### src/rtl/sd_cmd_sequencer.sv
// SD SPI command sequencer: CRC7 request, 48-bit command frame out, R1 poll.
// Optional macro SDCMD_R7_EN adds RESP_EXT, clocking 4 trailing bytes into resp_ext.
module sd_cmd_sequencer #(
  parameter int CLK_DIV     = 4,
  parameter int NCR_MAX     = 8,
  parameter int CRC_TIMEOUT = 63
) (
  input  logic        clk,
  input  logic        rst,
  input  logic        cmd_valid,
  output logic        cmd_ready,
  input  logic [5:0]  cmd_index,
  input  logic [31:0] cmd_arg,
  output logic        resp_valid,
  output logic [7:0]  resp_r1,
  output logic [31:0] resp_ext,
  output logic        resp_timeout,
  output logic        busy,
  output logic [39:0] crc_in,
  output logic        crc_start,
  input  logic [6:0]  crc_out,
  input  logic        crc_rdy,
  output logic        spi_sck,
  output logic        spi_mosi,
  input  logic        spi_miso,
  output logic        spi_cs_n
);
  localparam int DIV_W  = (CLK_DIV > 1) ? $clog2(CLK_DIV) : 1;
  localparam int BYTE_W = (NCR_MAX > 1) ? $clog2(NCR_MAX) : 1;
  localparam int CRC_W  = (CRC_TIMEOUT > 0) ? $clog2(CRC_TIMEOUT + 1) : 1;

  typedef enum logic [2:0] {
    S_IDLE, S_CRC_REQ, S_CRC_WAIT, S_SEND, S_RESP_WAIT,
`ifdef SDCMD_R7_EN
    S_RESP_EXT,
`endif
    S_TRAIL, S_DONE
  } state_t;

  state_t            r_state;
  logic [5:0]        r_index;
  logic [31:0]       r_arg;
  logic [46:0]       r_frame;
  logic [7:0]        r_rx;
  logic [7:0]        r_r1;
  logic              r_to;
  logic [DIV_W-1:0]  r_div;
  logic [5:0]        r_bit;
  logic [BYTE_W-1:0] r_byte;
  logic [CRC_W-1:0]  r_crc_cnt;
  logic              r_sck, r_mosi, r_cs_n, r_crc_start;
  logic              r_resp_valid, r_resp_timeout;
  logic [7:0]        r_resp_r1;
  logic              w_shifting, w_tick, w_rise, w_fall;
  logic [47:0]       w_frame;

  assign w_frame = {2'b01, r_index, r_arg, crc_out, 1'b1};
  assign w_tick  = (r_div == DIV_W'(CLK_DIV - 1));
  assign w_rise  = w_shifting && w_tick && !r_sck;
  assign w_fall  = w_shifting && w_tick && r_sck;

`ifdef SDCMD_R7_EN
  logic [31:0] r_ext_sh;
  logic [31:0] r_resp_ext;
  assign w_shifting = (r_state == S_SEND) || (r_state == S_RESP_WAIT) ||
                      (r_state == S_RESP_EXT) || (r_state == S_TRAIL);
  assign resp_ext = r_resp_ext;
`else
  assign w_shifting = (r_state == S_SEND) || (r_state == S_RESP_WAIT) ||
                      (r_state == S_TRAIL);
  assign resp_ext = 32'd0;
`endif

  always_ff @(posedge clk) begin
    if (rst) begin
      r_state <= S_IDLE;     r_index <= '0;       r_arg <= '0;
      r_frame <= '0;         r_rx <= 8'hFF;       r_r1 <= 8'hFF;
      r_to <= 1'b0;          r_div <= '0;         r_bit <= '0;
      r_byte <= '0;          r_crc_cnt <= '0;     r_sck <= 1'b0;
      r_mosi <= 1'b1;        r_cs_n <= 1'b1;      r_crc_start <= 1'b0;
      r_resp_valid <= 1'b0;  r_resp_timeout <= 1'b0; r_resp_r1 <= 8'hFF;
`ifdef SDCMD_R7_EN
      r_ext_sh <= '0;        r_resp_ext <= '0;
`endif
    end else begin
      r_crc_start  <= 1'b0;
      r_resp_valid <= 1'b0;
      // One free-running bit timer shared by every shifting state: low half, then high half.
      if (w_shifting) begin
        r_div <= w_tick ? '0 : r_div + DIV_W'(1);
        if (w_tick) r_sck <= !r_sck;
      end
      case (r_state)
        S_IDLE: if (cmd_valid) begin
          r_index     <= cmd_index;
          r_arg       <= cmd_arg;
          r_r1        <= 8'hFF;
          r_to        <= 1'b0;
          r_crc_cnt   <= '0;
          r_crc_start <= 1'b1;
`ifdef SDCMD_R7_EN
          r_ext_sh    <= '0;
`endif
          r_state     <= S_CRC_REQ;
        end
        S_CRC_REQ: r_state <= S_CRC_WAIT;
        S_CRC_WAIT: begin
          if (crc_rdy) begin
            r_frame <= w_frame[46:0];
            r_mosi  <= w_frame[47];
            r_cs_n  <= 1'b0;
            r_sck   <= 1'b0;
            r_div   <= '0;
            r_bit   <= '0;
            r_state <= S_SEND;
          end else if (r_crc_cnt == CRC_W'(CRC_TIMEOUT)) begin
            r_resp_valid   <= 1'b1;
            r_resp_timeout <= 1'b1;
            r_resp_r1      <= 8'hFF;
`ifdef SDCMD_R7_EN
            r_resp_ext     <= '0;
`endif
            r_state        <= S_DONE;
          end else begin
            r_crc_cnt <= r_crc_cnt + CRC_W'(1);
          end
        end
        S_SEND: if (w_fall) begin
          if (r_bit == 6'd47) begin
            r_mosi  <= 1'b1;
            r_bit   <= '0;
            r_byte  <= '0;
            r_state <= S_RESP_WAIT;
          end else begin
            r_mosi  <= r_frame[46];
            r_frame <= {r_frame[45:0], 1'b1};
            r_bit   <= r_bit + 6'd1;
          end
        end
        S_RESP_WAIT: begin
          if (w_rise) r_rx <= {r_rx[6:0], spi_miso};
          if (w_fall) begin
            r_bit <= (r_bit == 6'd7) ? 6'd0 : r_bit + 6'd1;
            // R1 is byte aligned to the end of the command; its MSB is always 0.
            if (r_bit == 6'd7) begin
              if (!r_rx[7]) begin
                r_r1 <= r_rx;
`ifdef SDCMD_R7_EN
                r_state <= S_RESP_EXT;
`else
                r_state <= S_TRAIL;
`endif
              end else if (r_byte == BYTE_W'(NCR_MAX - 1)) begin
                r_r1    <= 8'hFF;
                r_to    <= 1'b1;
                r_state <= S_TRAIL;
              end else begin
                r_byte <= r_byte + BYTE_W'(1);
              end
            end
          end
        end
`ifdef SDCMD_R7_EN
        S_RESP_EXT: begin
          if (w_rise) r_ext_sh <= {r_ext_sh[30:0], spi_miso};
          if (w_fall) begin
            r_bit <= (r_bit == 6'd31) ? 6'd0 : r_bit + 6'd1;
            if (r_bit == 6'd31) r_state <= S_TRAIL;
          end
        end
`endif
        S_TRAIL: if (w_fall) begin
          if (r_bit == 6'd7) begin
            r_cs_n         <= 1'b1;
            r_resp_valid   <= 1'b1;
            r_resp_r1      <= r_r1;
            r_resp_timeout <= r_to;
`ifdef SDCMD_R7_EN
            r_resp_ext     <= r_ext_sh;
`endif
            r_state        <= S_DONE;
          end else begin
            r_bit <= r_bit + 6'd1;
          end
        end
        S_DONE:  r_state <= S_IDLE;
        default: r_state <= S_IDLE;
      endcase
    end
  end

  assign cmd_ready    = (r_state == S_IDLE);
  assign busy         = (r_state != S_IDLE);
  assign crc_in       = {2'b01, r_index, r_arg};
  assign crc_start    = r_crc_start;
  assign resp_valid   = r_resp_valid;
  assign resp_r1      = r_resp_r1;
  assign resp_timeout = r_resp_timeout;
  assign spi_sck      = r_sck;
  assign spi_mosi     = r_mosi;
  assign spi_cs_n     = r_cs_n;
endmodule

### config.mk
export PLATFORM = sky130hd
export DESIGN_NAME = sd_cmd_sequencer
export DESIGN_NICKNAME = d
export VERILOG_FILES = /design/src/rtl/sd_cmd_sequencer.sv
export SDC_FILE = /design/constraint.sdc
export NUM_CORES = 1
export LEC_CHECK = 0
export ABC_AREA = 1
export CAP_MARGIN = 20
export CORE_MARGIN = 5
export CORE_UTILIZATION = 30
export DETAILED_ROUTE_END_ITERATION = 10
export MAX_ROUTING_LAYER = met4
export PLACE_DENSITY = 0.51
export SYNTH_ARGS = -nofsm -noshare
export SYNTH_HDL_FRONTEND = slang
export SYNTH_SLANG_ARGS = --single-unit
### constraint.sdc
create_clock -name clk -period 5.4 [get_ports clk]
set_clock_uncertainty 0.1 [all_clocks]
set_input_delay 1.08 -clock clk [delete_from_list [all_inputs] [get_ports clk]]
set_output_delay 1.08 -clock clk [all_outputs]
set_load 0.005 [all_outputs]
==> impl_metrics.json, run 1 <==
{
  "post-route-drc-count": 0,
  "fillers": 2149,
  "worstSetupPathType": "in -> reg",
  "end_kind": "flip-flop",
  "die_h_um": 153,
  "path_max_fanout": 27,
  "clk_pin_slew_ns": 0.05,
  "cpPeakStageDelay_ns": 0.81,
  "grt_start_max_net_pins": 60,
  "antenna_left": 0,
  "p_leak_nw": 3.28,
  "firstDrtPassIters": 4,
  "crit_chain": "clkdlybuf4s50_1, inv_1, nor2_4, inv_2, nor2_1, a22o_1",
  "start_util": 0.304,
  "hp-class": "reg -> reg",
  "synth_cells": 869,
  "cts_tree": "done",
  "clockBufferDepth": 2,
  "power.density_nw_per_um2": 454,
  "avgSynthCellArea_um2": 7.05,
  "final_common_cell": "nand2_1",
  "start_kind": "input pin",
  "clock.fmax_ghz": 0.298,
  "track_usage": 0.143,
  "critPathArrivalTime_ns": 3.61,
  "post_cts_buffers": 0,
  "hpwl_mm": 10.5,
  "wl_per_cell_um": 13.1,
  "ys_dominant_reg_cell": "dfxtp_1",
  "power_frac_clock": 0.340,
  "clkLatencyLatePin_ns": 0.42,
  "areaGrowthSynthToFinish_pct": 27.4,
  "post-route-period-util": 0.622,
  "critPathLaunch": "cmd_valid",
  "p_sw_mw": 1.17,
  "fin_nets": 1005,
  "setup_viol": 0,
  "synthDistinctLibCells": 32,
  "r2r_slack_ns": 2.56,
  "grt_pass1_wl_mm": 27.2,
  "rsz0062_at_grt": "no",
  "place.port_buffers": 103,
  "slew_violations": 0,
  "synth-edff-count": 0,
  "cts_resized": 0,
  "slew_headroom": 0.312,
  "tightest_slew_ns": 1.03,
  "drive_gt1_frac": 0.0624,
  "fp.dieW_um": 153,
  "r2r_start": "r_state[1]",
  "synthTopCellsByArea": "dfxtp_1 (44%), nand2_1 (17%), nor2_1 (5.8%)",
  "finalWirelength_mm": 16.2,
  "async_reset_ff_frac": 0,
  "swShare": 0.331,
  "cts-root-buf": "clkbuf_16",
  "post_drt_via_cell_ratio": 4.50,
  "finalSetupTns_ns": 0,
  "r2r_cells": 6,
  "crit_slowest_cell": "nor2_1",
  "ctsHoldBuffers": 0,
  "clkSinkCount": 136,
  "mappedNetlistArea_um2": 6130,
  "dieArea_um2": 23400,
  "ys_seq_area_frac": 0.444,
  "ioPinCount": 138,
  "vias": 5540,
  "seqPwrFrac": 0.372,
  "fin_crit_ns": 3.36,
  "ctsHtreeMaxLevel": 4,
  "combPwrFrac": 0.287,
  "holdWs_ns": 0.353,
  "mostFrequentLayoutCells": "nand2_1 (282), dfxtp_1 (136), clkdlybuf4s50_1 (102)",
  "drt_iter0_drc": 385,
  "coreArea_um2": 20200,
  "gp_congestion": 0.745,
  "peakVddDrop_uv": 206,
  "finalHoldViolCount": 0,
  "grt_pass1_vias": 5371,
  "cts_buffers": 17,
  "timing.rr.end": "r_arg[7]",
  "synth_top_area_share": 0.444,
  "seqCellArea_um2": 2720,
  "multi_input_area_um2": 2900,
  "endpoint": "r_arg[7]",
  "p_int_mw": 2.37,
  "diodes": 0,
  "critPathRequiredTime_ns": 5.65,
  "outcome": "complete, no violations",
  "antenna_found_initial": 0,
  "overflow": 0,
  "ys_warn_count": 0,
  "num_rows": 52,
  "ys_ff_latch": 136,
  "yosysTopAreaCell": "dfxtp_1",
  "drv_cap": 0
}
flip-flops by register name, summed over array words and instances (netlist names), 2 cells and up:
| signal | count |
|---|---|
| resp_r1 | 8 |
| r_arg | 32 |
| r_bit | 6 |
| r_r1 | 8 |
| r_byte | 3 |
| r_frame | 47 |
| r_crc_cnt | 6 |
| r_state | 3 |
| r_rx | 8 |
| r_div | 2 |
| r_index | 6 |
power groups by stage:
| stage | registers (mW) | logic, mW | clock network (mW) |
|---|---|---|---|
| after floorplan | 1.31 | 0.688 | 0 |
| after global placement | 1.34 | 1.03 | 0 |
| after detailed placement | 1.34 | 1.03 | 0 |
| after CTS | 1.32 | 1.04 | 1.23 |
| after global routing | 1.34 | 1.17 | 1.28 |
| final | 1.32 | 1.02 | 1.21 |
per-layer routing:
layer	GRT usage	up-vias	wire, um
li1	-	2896	-
met5	-	-	0
met1	0.182	2513	7860
met2	0.225	114	7430
met4	0.0458	0	228
met3	0.0373	17	669
synthesized netlist by cell type (5+ instances only):
library cell	count
inv_2	10
clkbuf_1	23
nand3_1	63
ha_1	5
a22o_1	13
a21oi_1	66
nand2_1	283
o21ai_1	6
nor2_1	95
inv_1	30
dfxtp_1	136
buf_2	12
buf_4	39
o21ai_0	47
o22ai_1	9
cell families (layout without fill, tap and decap cells):
logic type               after synthesis  after routing  synth area share
AND/OR/NAND/NOR                      462            462             0.310
AO/OA/AOI/OAI                        143            143             0.128
flip-flops                           136            136             0.444
buffers and inverters                119            180             0.104
adder cells (fa/ha/maj)                5              5            0.0102
other                                  2             34           0.00123
XOR/XNOR                               2              2           0.00286
stage by stage:
step                instance area, um2  cells  setup slack, ns  power [mW]   util
finish                            7810   1232             2.04        3.54  0.387
global route                      7810   1232             1.79        3.79  0.387
CTS                               7810   1232             1.96        3.59  0.387
detailed placement                7190   1201             1.53        2.37  0.357
global placement                  7190   1201             1.56        2.37  0.357
floorplan                         6250    901             3.20        2.00      -
layout make-up:
cell class / count / share of cell area
repair buffers: 109 / 0.139
inverters: 40 / 0.0192
clock inverters: 9 / 0.0180
flip-flops and latches: 136 / 0.349
clock buffers: 22 / 0.0607
multi-input cells: 646 / 0.371
well taps: 270 / 0.0433
how the worst min path moves through the flow:
stage,from,end,slack [ns],cells after the start
final,r_frame[0],r_frame[0],0.35,2
after global routing,r_r1[6],r_r1[6],0.37,2
after CTS,r_frame[0],r_frame[0],0.35,2
after detailed placement,r_frame[0],r_frame[0],0.35,2
after global placement,r_frame[0],r_frame[0],0.34,2
after floorplan,r_to,r_to,0.33,2
worst max-delay path: cells and delay by family:
kind | cells | cell delay [ns]
simple gates | 2 | 1.28
buf+inv | 3 | 0.97
compound gates | 1 | 0.27
(Power assumes the default switching activity.)
==> run 2, diff against run 1 <==
Settings changed: PLACE_DENSITY 0.51 to 0.53.
Clock period 5.4 ns to 2.8 ns, I/O delays scaled along.
==> run 2 against run 1 <==
  * Hold slack better by 0.0054 ns
  * Critical path type is now reg -> out
  * Global-route usage shrank 0.44 points
  * Register-to-register slack worse by 1.8 ns
  * Flip-flop and latch count stayed put
  * Via count about the same
  * Clock power is 83% higher
  * Sequential share of layout area shrank 0.13 points
  * Die area unchanged
  * Final cell count is 0.57% higher
  * Sequential power up 93%
  * Combinational power up 97%
==> impl_metrics.json, run 2 (synthesized netlist as in run 1, its figures left out) <==
{
  "hp-start": "r_frame[0]",
  "peakVddDrop_uv": 373,
  "design_area_um2": 7840,
  "crit_family": "buffers and inverters",
  "antenna_left": 0,
  "gr-usage-met1": 0.186,
  "crit_slowest_cell": "clkdlybuf4s50_1",
  "coreArea_um2": 20200,
  "reg.largest.list": "r_frame (47), r_arg (32)",
  "critPathRequiredTime_ns": 2.14,
  "cts-root-buf": "clkbuf_16",
  "tightest_slew_ns": 0.518,
  "overflow": 0,
  "regMostFlops": "r_frame",
  "place.port_buffers": 103,
  "finalWirelength_mm": 16.0,
  "drive_gt1_frac": 0.0702,
  "post-route-period-util": 0.889,
  "dpl_cell_area_um2": 7250,
  "final_core_util": 0.388,
  "fin_crit_ns": 2.49,
  "crit_buf_inv": 2,
  "setup_viol": 0,
  "hpwl_mm": 10.7,
  "power_frac_clock": 0.327,
  "grt_util_met3": 0.0300,
  "diodes": 0,
  "combPwrFrac": 0.296,
  "swShare": 0.340,
  "p_leak_nw": 3.31,
  "grt_pass1_wl_mm": 26.3,
  "firstDrtPassIters": 4,
  "start_util": 0.304,
  "hold_path_depth": 2,
  "largest_reg_flops": 47,
  "post_drt_via_cell_ratio": 4.47,
  "fin_nets": 1011,
  "finalHoldViolCount": 0,
  "timing.rr.end": "r_byte[2]",
  "fp.dieW_um": 153,
  "track_usage": 0.139,
  "final_common_cell": "nand2_1",
  "grt_pass1_vias": 5139,
  "post-route-drc-count": 0,
  "clk_pin_slew_ns": 0.06,
  "slew_violations": 0,
  "clkSinkCount": 136,
  "areaGrowthSynthToFinish_pct": 27.8,
  "start_kind": "flip-flop",
  "clock.fmax_ghz": 0.402,
  "ctsHoldBuffers": 0,
  "finalSetupTns_ns": 0,
  "cts_tree": "done",
  "worstSetupPathType": "reg -> out",
  "grt_start_max_net_pins": 49,
  "antenna_found_initial": 0,
  "cpPeakStageDelay_ns": 0.53,
  "power.density_nw_per_um2": 864,
  "mostFrequentLayoutCells": "nand2_1 (282), dfxtp_1 (136), clkdlybuf4s50_1 (102)",
  "outcome": "complete, no violations",
  "path_max_fanout": 7,
  "die_h_um": 153,
  "hp-class": "reg -> reg",
  "clkLatencyLatePin_ns": 0.41,
  "crit_chain": "inv_2, nand2_2, clkdlybuf4s50_1",
  "critPathArrivalTime_ns": 1.83,
  "grt.busiest_layer": "met2",
  "vias": 5535,
  "drt_iter0_drc": 285,
  "slew_headroom": 0.655,
  "dieArea_um2": 23400,
  "cts_buffers": 17,
  "gp_congestion": 0.824,
  "r2r_start": "r_state[2]",
  "holdPathEnd": "r_frame[0]",
  "post_cts_buffers": 0,
  "seqPwrFrac": 0.377,
  "r2r_cells": 9,
  "p_int_mw": 4.47,
  "ioPinCount": 138,
  "num_rows": 52,
  "r2r_slack_ns": 0.76,
  "rsz0062_at_grt": "no",
  "p_sw_mw": 2.30,
  "ctsHtreeMaxLevel": 4,
  "use_met2": 0.214,
  "wl_per_cell_um": 12.9,
  "drv_cap": 0,
  "end_kind": "output port",
  "cts_resized": 0,
  "clockBufferDepth": 2
}
[run 2: changes by cell type in the layout (fill, tap and decap cells not counted), moves of 2 or more]
cell      change
clkinv_2      +4
clkbuf_8      -2
inv_6         +2
buf_4         +5
[run 2: how the worst max path moves through the flow]
stage / depth (start not counted) / slack (ns) / from / end
finish: 3 / 0.31 / r_state[2] / busy
global route: 3 / 0.22 / r_state[2] / busy
global placement: 9 / 0.63 / crc_rdy / r_frame[35]
detailed placement: 9 / 0.59 / crc_rdy / r_frame[21]
floorplan: 8 / 1.06 / r_bit[0] / r_frame[19]
CTS: 3 / 0.29 / r_state[2] / busy
[run 2: power by group through the flow]
| stage | Sequential [mW] | Clock [mW] | Combinational, mW |
|---|---|---|---|
| after global routing | 2.60 | 2.37 | 2.28 |
| after CTS | 2.55 | 2.28 | 2.04 |
| after floorplan | 2.53 | 0 | 1.33 |
| after global placement | 2.59 | 0 | 2.02 |
| final | 2.55 | 2.22 | 2.01 |
| after detailed placement | 2.59 | 0 | 2.02 |
[run 2: final cells by class]
cell class / instances / area (um2)
tap: 270 / 338
sequential: 136 / 2720
fill: 2144 / 12300
multi-input combinational: 646 / 2900
clock inverter: 13 / 143
clock buffer: 19 / 443
inverter: 40 / 150
timing repair buffer: 115 / 1140
[run 2: through the flow]
step           std cells  power (mW)  hold WS (ns)  setup slack [ns]
2_1_floorplan        901        3.86         0.331              1.06
3_3_place_gp        1207        4.61         0.344             0.626
3_5_place_dp        1207        4.61         0.345             0.591
4_1_cts             1239        6.87         0.356             0.294
5_1_grt             1239        7.25         0.376             0.223
6_report            1239        6.77         0.358             0.311
[run 2: routing by layer]
layer / routed length (um) / share of wire / vias to the layer above
met1: 7730 / 0.48 / 2497
met2: 7510 / 0.47 / 114
met3: 609 / 0.038 / 12
met4: 182 / 0.011 / 0
li1: - / - / 2912
met5: 0 / 0 / -
[run 2: tightest hold or removal path, stage by stage, from the launching register on]
cell and delay, ns:
dfxtp_1 0.30, inv_1 0.05, a21oi_1 0.06
==> run 3, diff against run 2 <==
Settings changed: GPL_TIMING_DRIVEN set to 0.
==> run 3 against run 2 <==
  * Die area did not move
  * Highest routed layer unchanged
  * Sequential power barely moved
  * First-iteration DRC count rose by 39%
==> impl_metrics.json, run 3 (synthesized netlist as in run 1, its figures left out) <==
{
  "outcome": "complete, no violations",
  "critPathLaunch": "r_state[2]",
  "power_frac_clock": 0.340,
  "crit_chain": "inv_2, nand2_2, clkdlybuf4s50_1",
  "mostFrequentLayoutCells": "nand2_1 (283), dfxtp_1 (136), clkdlybuf4s50_1 (102)",
  "crit_buf_inv": 2,
  "clock.fmax_ghz": 0.408,
  "worstSetupPathType": "reg -> out",
  "swShare": 0.342,
  "ctsHoldBuffers": 0,
  "fin_crit_ns": 2.45,
  "coreArea_um2": 20200,
  "overflow": 0,
  "slew_headroom": 0.549,
  "drv_cap": 0,
  "vias": 5782,
  "firstDrtPassIters": 5,
  "end_kind": "output port",
  "hpwl_mm": 12.4,
  "p_int_mw": 4.64,
  "grt_start_max_net_pins": 17,
  "post-route-period-util": 0.876,
  "setup_viol": 0,
  "ioPinCount": 138,
  "clk_pin_slew_ns": 0.07,
  "fin_nets": 1077,
  "start_util": 0.304,
  "seqPwrFrac": 0.360,
  "drive_gt1_frac": 0.105,
  "final_core_util": 0.408,
  "p_leak_nw": 3.57,
  "crit_family": "buffers and inverters",
  "tightest_slew_ns": 0.677,
  "gp_congestion": 0.814,
  "cpPeakStageDelay_ns": 0.53,
  "r2r_start": "r_bit[0]",
  "finalHoldViolCount": 0,
  "clkSinkCount": 136,
  "cts_tree": "done",
  "power.density_nw_per_um2": 856,
  "cts-root-buf": "clkbuf_16",
  "grt_pass1_wl_mm": 28.8,
  "areaGrowthSynthToFinish_pct": 34.3,
  "cts_resized": 0,
  "final_common_cell": "nand2_1",
  "cts_buffers": 17,
  "finalWirelength_mm": 17.3,
  "hp-start": "r_frame[15]",
  "num_rows": 52,
  "regMostFlops": "r_frame",
  "critPathRequiredTime_ns": 2.14,
  "die_h_um": 153,
  "p_sw_mw": 2.41,
  "critPathArrivalTime_ns": 1.79,
  "path_max_fanout": 7,
  "start_kind": "flip-flop",
  "largest_reg_flops": 47,
  "hp-class": "reg -> reg",
  "antenna_found_initial": 0,
  "fp.dieW_um": 153,
  "clkLatencyLatePin_ns": 0.43,
  "post_cts_buffers": 0,
  "reg.largest.list": "r_frame (47), r_arg (32)",
  "drt_iter0_drc": 397,
  "diodes": 0,
  "antenna_left": 0,
  "finalSetupTns_ns": 0,
  "clockBufferDepth": 2,
  "dieArea_um2": 23400,
  "slew_violations": 0,
  "rsz0062_at_grt": "no",
  "post_drt_via_cell_ratio": 4.43,
  "ctsHtreeMaxLevel": 4,
  "post-route-drc-count": 0,
  "track_usage": 0.155,
  "crit_slowest_cell": "clkdlybuf4s50_1",
  "place.port_buffers": 102,
  "peakVddDrop_uv": 477,
  "grt_pass1_vias": 5490,
  "wl_per_cell_um": 13.2,
  "combPwrFrac": 0.300,
  "holdWs_ns": 0.358
}
[run 3: cell count changes in the layout (fill, tap and decap cells not counted), sizes merged]
cell    before  now
inv         44   46
bufinv       2    3
clkbuf      19   41
clkinv       6    4
buf         13   56
[run 3: worst register-to-register path, delay by kind of cell, from the launching register on]
family | cells | cell delay [ns]
flip-flops | 1 | 0.33
buffers and inverters | 2 | 0.86
AO/OA/AOI/OAI | 1 | 0.17
adder cells (fa/ha/maj) | 1 | 0.24
AND/OR/NAND/NOR | 4 | 0.49
[run 3: per-stage QoR]
stage	cells	instance area (um2)	setup WS [ns]	total power [mW]
6_report	1305	8230	0.348	7.05
5_1_grt	1305	8230	0.228	7.54
4_1_cts	1305	8230	0.328	7.12
3_5_place_dp	1273	7610	0.189	4.70
3_3_place_gp	1273	7610	0.152	4.69
2_1_floorplan	901	6250	1.06	3.86
[run 3: path summary, 6_finish.rpt]
path / endpoint / slack [ns] / depth (start not counted)
setup / recovery: busy / 0.35 / 3
hold reg to reg: r_frame[15] / 0.36 / 2
setup reg to reg: r_frame[26] / 0.54 / 8
hold / removal: r_frame[15] / 0.36 / 2
[run 3: per-layer routing]
layer | track usage | up-vias | part of all wire
li1 | - | 3049 | -
met1 | 0.207 | 2577 | 0.48
met2 | 0.232 | 136 | 0.46
met3 | 0.0416 | 20 | 0.047
met4 | 0.0412 | 0 | 0.011
met5 | - | - | 0
[run 3: final cells by class]
cell class | instances | area (um2)
inverter | 40 | 150
clock buffer | 18 | 439
fill | 2128 | 11900
timing repair buffer | 102 | 1020
sequential | 136 | 2720
tap | 270 | 338
clock inverter | 14 | 186
buffer | 79 | 488
multi-input combinational | 646 | 2890
[run 3: power groups by stage]
stage	sequential [mW]	clock [mW]	combinational, mW
6_report	2.54	2.39	2.11
5_1_grt	2.59	2.53	2.42
4_1_cts	2.54	2.45	2.13
3_5_place_dp	2.58	0	2.12
3_3_place_gp	2.58	0	2.11
2_1_floorplan	2.53	0	1.33
